===== src/rtl/fifo_reader_tx.sv =====
// fifo_reader_tx: pops words from a registered-read FIFO and sends each one
// as an asynchronous serial frame: start bit, WIDTH data bits LSB first,
// optional even-parity bit, stop bit. Each bit lasts CLKS_PER_BIT clocks.
//
// Build option: define FIFO_READER_TX_PARITY_EN to insert an even-parity bit
// between the last data bit and the stop bit. Left undefined, frames carry no
// parity and no parity logic is built.
//
// All outputs come straight from flops: each output's next value is computed
// together with the next state. Reset is synchronous and active-low.
//
// state    | meaning
// ---------+---------------------------------------------------------------
// IDLE     | line high; waits for tx_en with a non-empty FIFO
// RD       | fifo_rd_en high for this single cycle
// WAIT     | FIFO read data due; load it, or flag underflow and return
// START    | start bit (tx=0)
// DATA     | WIDTH data bits, LSB first
// PARITY   | even-parity bit (parity builds only)
// STOP     | stop bit (tx=1); tx_done pulses as it ends
module fifo_reader_tx #(
  parameter int WIDTH        = 8,
  parameter int CLKS_PER_BIT = 16
) (
  input  logic             clk,
  input  logic             rst_n,
  input  logic             tx_en,
  input  logic             fifo_empty,
  output logic             fifo_rd_en,
  input  logic [WIDTH-1:0] fifo_data,
  input  logic             fifo_dvalid,
  output logic             tx,
  output logic             busy,
  output logic             tx_done,
  output logic             rd_err
);

  // Bit-period timer is a down-counter reloaded at every bit boundary; it
  // expires when it reaches zero.
  localparam int CW = (CLKS_PER_BIT > 2) ? $clog2(CLKS_PER_BIT) : 1;
  localparam int BW = $clog2(WIDTH) + 1;
  localparam logic [CW-1:0] CNT_LOAD = CW'(CLKS_PER_BIT - 1);
  localparam logic [BW-1:0] LAST_BIT = BW'(WIDTH - 1);

  typedef enum logic [2:0] {
    ST_IDLE,
    ST_RD,
    ST_WAIT,
    ST_START,
    ST_DATA,
    ST_PARITY,
    ST_STOP
  } state_t;

  state_t           state_q, state_d;
  logic [CW-1:0]    cnt_q, cnt_d;
  logic [BW-1:0]    bit_q, bit_d;
  logic [WIDTH-1:0] shift_q, shift_d;
  logic             tx_q, tx_d;
  logic             busy_q, busy_d;
  logic             rd_en_q, rd_en_d;
  logic             done_q, done_d;
  logic             err_q, err_d;
`ifdef FIFO_READER_TX_PARITY_EN
  logic             par_q, par_d;
`endif

  // State, counters, shift register and registered outputs.
  always_ff @(posedge clk) begin
    if (!rst_n) begin
      state_q <= ST_IDLE;
      cnt_q   <= '0;
      bit_q   <= '0;
      shift_q <= '0;
      tx_q    <= 1'b1;
      busy_q  <= 1'b0;
      rd_en_q <= 1'b0;
      done_q  <= 1'b0;
      err_q   <= 1'b0;
`ifdef FIFO_READER_TX_PARITY_EN
      par_q   <= 1'b0;
`endif
    end else begin
      state_q <= state_d;
      cnt_q   <= cnt_d;
      bit_q   <= bit_d;
      shift_q <= shift_d;
      tx_q    <= tx_d;
      busy_q  <= busy_d;
      rd_en_q <= rd_en_d;
      done_q  <= done_d;
      err_q   <= err_d;
`ifdef FIFO_READER_TX_PARITY_EN
      par_q   <= par_d;
`endif
    end
  end

  // Next state plus the value every output takes in that next state.
  always_comb begin
    state_d = state_q;
    cnt_d   = cnt_q;
    bit_d   = bit_q;
    shift_d = shift_q;
    tx_d    = tx_q;
    rd_en_d = 1'b0;
    done_d  = 1'b0;
    err_d   = 1'b0;
`ifdef FIFO_READER_TX_PARITY_EN
    par_d   = par_q;
`endif

    case (state_q)
      ST_IDLE: begin
        tx_d = 1'b1;
        if (tx_en && !fifo_empty) begin
          state_d = ST_RD;
          rd_en_d = 1'b1;
        end
      end

      // The read strobe was issued on entry; one cycle here is enough for the
      // FIFO to accept it, so the strobe can never stretch.
      ST_RD: begin
        state_d = ST_WAIT;
      end

      // Data from the FIFO is only looked at here; a missing valid means the
      // FIFO could not serve the read, so the frame is dropped.
      ST_WAIT: begin
        if (fifo_dvalid) begin
          state_d = ST_START;
          shift_d = fifo_data;
          cnt_d   = CNT_LOAD;
          bit_d   = '0;
          tx_d    = 1'b0;
`ifdef FIFO_READER_TX_PARITY_EN
          par_d   = ^fifo_data;
`endif
        end else begin
          state_d = ST_IDLE;
          err_d   = 1'b1;
          tx_d    = 1'b1;
        end
      end

      ST_START: begin
        if (cnt_q == '0) begin
          state_d = ST_DATA;
          cnt_d   = CNT_LOAD;
          tx_d    = shift_q[0];
        end else begin
          cnt_d = cnt_q - 1'b1;
        end
      end

      // shift_q[0] is always the bit on the line; shift at each boundary.
      ST_DATA: begin
        if (cnt_q == '0) begin
          cnt_d = CNT_LOAD;
          if (bit_q == LAST_BIT) begin
`ifdef FIFO_READER_TX_PARITY_EN
            state_d = ST_PARITY;
            tx_d    = par_q;
`else
            state_d = ST_STOP;
            tx_d    = 1'b1;
`endif
          end else begin
            bit_d   = bit_q + 1'b1;
            shift_d = shift_q >> 1;
            tx_d    = shift_d[0];
          end
        end else begin
          cnt_d = cnt_q - 1'b1;
        end
      end

`ifdef FIFO_READER_TX_PARITY_EN
      ST_PARITY: begin
        if (cnt_q == '0) begin
          state_d = ST_STOP;
          cnt_d   = CNT_LOAD;
          tx_d    = 1'b1;
        end else begin
          cnt_d = cnt_q - 1'b1;
        end
      end
`endif

      ST_STOP: begin
        tx_d = 1'b1;
        if (cnt_q == '0) begin
          state_d = ST_IDLE;
          done_d  = 1'b1;
        end else begin
          cnt_d = cnt_q - 1'b1;
        end
      end

      default: begin
        state_d = ST_IDLE;
        tx_d    = 1'b1;
      end
    endcase

    busy_d = (state_d != ST_IDLE);
  end

  assign fifo_rd_en = rd_en_q;
  assign tx         = tx_q;
  assign busy       = busy_q;
  assign tx_done    = done_q;
  assign rd_err     = err_q;

endmodule


===== config.mk =====
export PLATFORM = sky130hd
export DESIGN_NAME = fifo_reader_tx
export DESIGN_NICKNAME = d
export VERILOG_FILES = /design/src/rtl/fifo_reader_tx.sv
export SDC_FILE = /design/constraint.sdc
export NUM_CORES = 1
export LEC_CHECK = 0
export ABC_AREA = 1
export CORE_MARGIN = 3
export CORE_UTILIZATION = 40
export DETAILED_ROUTE_END_ITERATION = 10
export HOLD_SLACK_MARGIN = 0.03
export PLACE_DENSITY = 0.61
export SETUP_SLACK_MARGIN = 0.1
export SYNTH_ARGS = -nofsm -noshare
export SYNTH_HDL_FRONTEND = slang
export SYNTH_SLANG_ARGS = --single-unit

===== constraint.sdc =====
create_clock -name clk -period 1.6 [get_ports clk]
set_clock_uncertainty 0.1 [all_clocks]
set_input_delay 0.24 -clock clk [delete_from_list [all_inputs] [get_ports clk]]
set_output_delay 0.24 -clock clk [all_outputs]
set_load 0.02 [all_outputs]

==> flow_summary.html <==
<table>
<tr><th>Metric</th><th>Value</th></tr>
<tr><th colspan="2">Cells and area</th></tr>
<tr><td>Layout cells sized above 1</td><td>0.2288</td></tr>
<tr><td>Count of antenna diodes in the layout</td><td>0</td></tr>
<tr><td>Cell area after layout</td><td>0.001804 mm^2</td></tr>
<tr><td>Most common library cell in the layout ignoring fill and taps</td><td>nand2_1</td></tr>
<tr><td>Commonest cells after routing, fill and taps aside</td><td>66 x nand2_1, 27 x nor2_1, 17 x dfxtp_1</td></tr>
<tr><td>Layout Area Growth over Synthesis</td><td>38.12%</td></tr>
<tr><td>Final Net Count</td><td>252</td></tr>
<tr><th colspan="2">STA</th></tr>
<tr><td>Final period utilization</td><td>0.9191</td></tr>
<tr><td>Final Setup Violations</td><td>0</td></tr>
<tr><td>Fmax</td><td>0.6800 GHz</td></tr>
<tr><td>RSZ-0062 raised after global routing</td><td>true</td></tr>
<tr><td>Sum of negative setup slack</td><td>0 ns</td></tr>
<tr><td>Tightest slew margin relative to the limit</td><td>0.7756</td></tr>
<tr><td>Max Transition Viols Final</td><td>0</td></tr>
<tr><td>Slew at the pin with the worst max-slew slack</td><td>0.3363 ns</td></tr>
<tr><td>Count of endpoints failing hold in the final timing report</td><td>0</td></tr>
<tr><td>Crit path time final</td><td>1.471 ns</td></tr>
<tr><th colspan="2">Clock network</th></tr>
<tr><td>Maximum clock insertion buffer count</td><td>2</td></tr>
<tr><td>Number of clock sinks</td><td>24</td></tr>
<tr><td>CTS Buf Count</td><td>3</td></tr>
<tr><td>Clock slew at the register clock pins of the worst setup and hold paths</td><td>0.13 ns</td></tr>
<tr><td>CTS tree</td><td>yes</td></tr>
<tr><td>Quantity of hold-fixing buffers added after cts</td><td>0</td></tr>
<tr><td>Number of levels the H-tree was split into</td><td>1</td></tr>
<tr><td>Root buf cell</td><td>clkbuf_4</td></tr>
<tr><td>Clock latency on the worst-skew pair</td><td>0.32 ns</td></tr>
<tr><th colspan="2">Synthesis</th></tr>
<tr><td>Largest family of logic cells by synthesized area</td><td>simple AND/OR/NAND/NOR gates</td></tr>
<tr><td>Share of the synthesized area in compound gates (AO/OA/AOI/OAI)</td><td>0.06801</td></tr>
<tr><td>Post-synthesis net count</td><td>220</td></tr>
<tr><td>Area of the mapped netlist</td><td>0.001306 mm^2</td></tr>
<tr><td>Synthesized-area fraction occupied by adder cells</td><td>0.01916</td></tr>
<tr><td>Flip-flop and latch count after synthesis</td><td>24</td></tr>
<tr><td>Synthesized-area fraction occupied by xor and xnor cells</td><td>0.006705</td></tr>
<tr><td>Average footprint of a synthesized cell</td><td>6.372 um^2</td></tr>
<tr><td>Synth Warn #</td><td>0</td></tr>
<tr><td>Multiplexer share of the synthesized area</td><td>0</td></tr>
<tr><td>Unique cell type count in the Yosys netlist</td><td>24</td></tr>
<tr><td>Number of instances in the synthesized netlist</td><td>205</td></tr>
<tr><td>Proportion of synthesized chip area in sequential cells</td><td>0.3678</td></tr>
<tr><td>Simple logic cell fraction of the synthesized area</td><td>0.4511</td></tr>
<tr><th colspan="2">Setup path</th></tr>
<tr><td>Crit path launch type</td><td>register</td></tr>
<tr><td>Required time at the worst-slack endpoint</td><td>1.73 ns</td></tr>
<tr><td>Critical Path Fanout Max</td><td>5</td></tr>
<tr><td>Crit end category</td><td>register</td></tr>
<tr><td>Critical-path cell with the highest stage delay</td><td>dfxtp_2</td></tr>
<tr><td>Data arrival time at the worst-slack endpoint</td><td>1.60 ns</td></tr>
<tr><td>CP max stage delay</td><td>0.36 ns</td></tr>
<tr><td>Kind of critical path</td><td>register to register</td></tr>
<tr><td>Worst path cell trace</td><td>inv_2, ha_4, nand3_4, o21ai_4, buf_4, nand3b_1, nand2_1, nor2_2</td></tr>
<tr><th colspan="2">Pwr</th></tr>
<tr><td>Leakage</td><td>0.0008216 uW</td></tr>
<tr><td>Worst IR drop on VDD</td><td>0.3941 mV</td></tr>
<tr><td>Power Density</td><td>700.5 mW/mm^2</td></tr>
<tr><th colspan="2">Global route</th></tr>
<tr><td>GR Overflow Total</td><td>0</td></tr>
<tr><td>Number of global-route vias before repair</td><td>1,269</td></tr>
<tr><td>Largest net degree at the start of global routing</td><td>14</td></tr>
<tr><td>Global-route wire length before repair</td><td>5464 um</td></tr>
<tr><td>Total global-route track usage</td><td>0.1662</td></tr>
<tr><td>Antenna violations before repair</td><td>0</td></tr>
<tr><th colspan="2">Route</th></tr>
<tr><td>Final ANT Viol Nets</td><td>0</td></tr>
<tr><td>Post-route DRC violation count</td><td>0</td></tr>
<tr><td>Initial DRC Count</td><td>95</td></tr>
<tr><td>Vias per cell</td><td>4.871</td></tr>
<tr><td>Drt pass-1 iters</td><td>5</td></tr>
<tr><td>DRT Wirelength</td><td>3371 um</td></tr>
<tr><td>Via count</td><td>1,364</td></tr>
<tr><td>Post-detailed-route wirelength per cell</td><td>12.04 um</td></tr>
<tr><th colspan="2">Floorplan</th></tr>
<tr><td>Starting density of the core</td><td>0.4244</td></tr>
<tr><td>Vertical die dimension</td><td>63.15 um</td></tr>
<tr><td>Total die area</td><td>0.003987 mm^2</td></tr>
<tr><td>Number of ports placed on the die boundary</td><td>18</td></tr>
<tr><td>Num rows</td><td>20</td></tr>
<tr><td>Die W</td><td>63.15 um</td></tr>
<tr><td>Placeable core region</td><td>0.003078 mm^2</td></tr>
<tr><th colspan="2">Run</th></tr>
<tr><td>Number of maximum-capacitance constraint violations</td><td>0</td></tr>
<tr><th colspan="2">Place</th></tr>
<tr><td>Routability congestion estimate from global placement</td><td>0.8311</td></tr>
<tr><td>Count of buffers inserted at the top-level ports</td><td>17</td></tr>
<tr><td>HPWL after detailed placement</td><td>2269 um</td></tr>
<tr><td>Post-place instance area</td><td>0.001562 mm^2</td></tr>
<tr><th colspan="2">Min path</th></tr>
<tr><td>Hold Path Class</td><td>register to register</td></tr>
<tr><th colspan="2">Outcome</th></tr>
<tr><td>Result of the run</td><td>finished clean</td></tr>
</table>
through the flow:
step	hold WS, ns	total power [uW]	util	setup WS [ns]	cells
3_3_place_gp	0.3504	890.6	0.5073	-0.04369	270
4_1_cts	0.3743	1237	0.5398	0.09597	276
2_1_floorplan	0.2864	809.8	-	0.1593	205
5_1_grt	0.3965	1338	0.5862	0.04704	280
3_5_place_dp	0.3562	895.0	0.5073	-0.09954	270
6_report	0.3741	1264	0.5862	0.1295	280
per-layer routing:
| layer | GRT usage | part of all wire |
|---|---|---|
| met5 | 0 | 0 |
| met4 | 0.04959 | 0.013 |
| met3 | 0.02852 | 0.031 |
| met2 | 0.2991 | 0.51 |
| met1 | 0.1998 | 0.45 |
sequential cells by signal, summed over array words and instances, names as in the netlist:
register / count
shift_q: 8
busy: 1
cnt_q: 4
bit_q: 4
rd_err: 1
state_q: 3
fifo_rd_en: 1
tx: 1
tx_done: 1
logic make-up (layout without fill, tap and decap cells):
family / after synthesis / in the layout
and+or+nand+nor: 137 / 137
buffers and inverters: 25 / 56
DFF: 24 / 24
AOI/OAI and AO/OA: 16 / 16
adders and majority gates: 2 / 2
xor gates and xnor gates: 1 / 1
critical path: cells and delay by family (launching register included):
kind                       cells  cell delay [ns]
DFF                            1             0.36
and+or+nand+nor                4             0.33
adders and majority gates      1             0.15
buffers and inverters          2             0.25
AOI/OAI and AO/OA              1             0.21
cells in the mapped netlist:
| library cell | number | area [um^2] |
|---|---|---|
| clkinv_2 | 1 | 5.000 |
| nand2_1 | 67 | 251.5 |
| clkbuf_4 | 1 | 7.510 |
| inv_1 | 19 | 71.32 |
| o211ai_1 | 1 | 7.510 |
| nor2_2 | 3 | 18.77 |
| nand3_1 | 15 | 75.07 |
| ha_1 | 2 | 25.02 |
| o21ai_2 | 1 | 8.760 |
| o21bai_1 | 1 | 7.510 |
| o21ai_0 | 5 | 25.02 |
| clkbuf_1 | 1 | 3.750 |
| buf_4 | 2 | 15.01 |
| nand4_1 | 2 | 12.51 |
| a21oi_1 | 8 | 40.04 |
| nand3b_1 | 8 | 60.06 |
| nor3_1 | 3 | 15.01 |
| nand2_2 | 2 | 12.51 |
| dfxtp_1 | 24 | 480.5 |
| nor4_1 | 1 | 6.260 |
| xnor2_1 | 1 | 8.760 |
| nor2_1 | 35 | 131.4 |
| and2_1 | 1 | 6.260 |
| buf_6 | 1 | 11.26 |
final timing paths:
kind                              endpoint  slack [ns]  cells past startpoint  startpoint
worst max register to register  shift_q[6]        0.13                      8    cnt_q[0]
worst max-delay path            shift_q[6]        0.13                      8    cnt_q[0]
worst min-delay path              cnt_q[3]        0.37                      2    cnt_q[3]
worst min register to register    cnt_q[3]        0.37                      2    cnt_q[3]
layout make-up:
type	count	area (um^2)
fillers	293	1274
flip-flops and latches	24	496.7
repair buffers	32	287.8
well taps	44	55.05
multi-input cells	156	845.8
clock buffers	4	36.28
inverters	20	82.58
power by group:
| group | total [uW] | leakage [uW] | switching, uW | internal (uW) |
|---|---|---|---|---|
| clock network | 326 | 0.0000210 | 186 | 139 |
| registers | 652 | 0.000199 | 24.3 | 628 |
| logic | 286 | 0.000602 | 153 | 133 |
repair_timing:
item | 4_1_cts | 5_1_grt
cloned | 0 | 1
gates resized for setup | 18 | 36
endpoints found under the setup margin | 24 | 20
pin swaps | 2 | 11
buffers inserted | 2 | 3
Note: power is estimated with default switching activity, not from simulation.
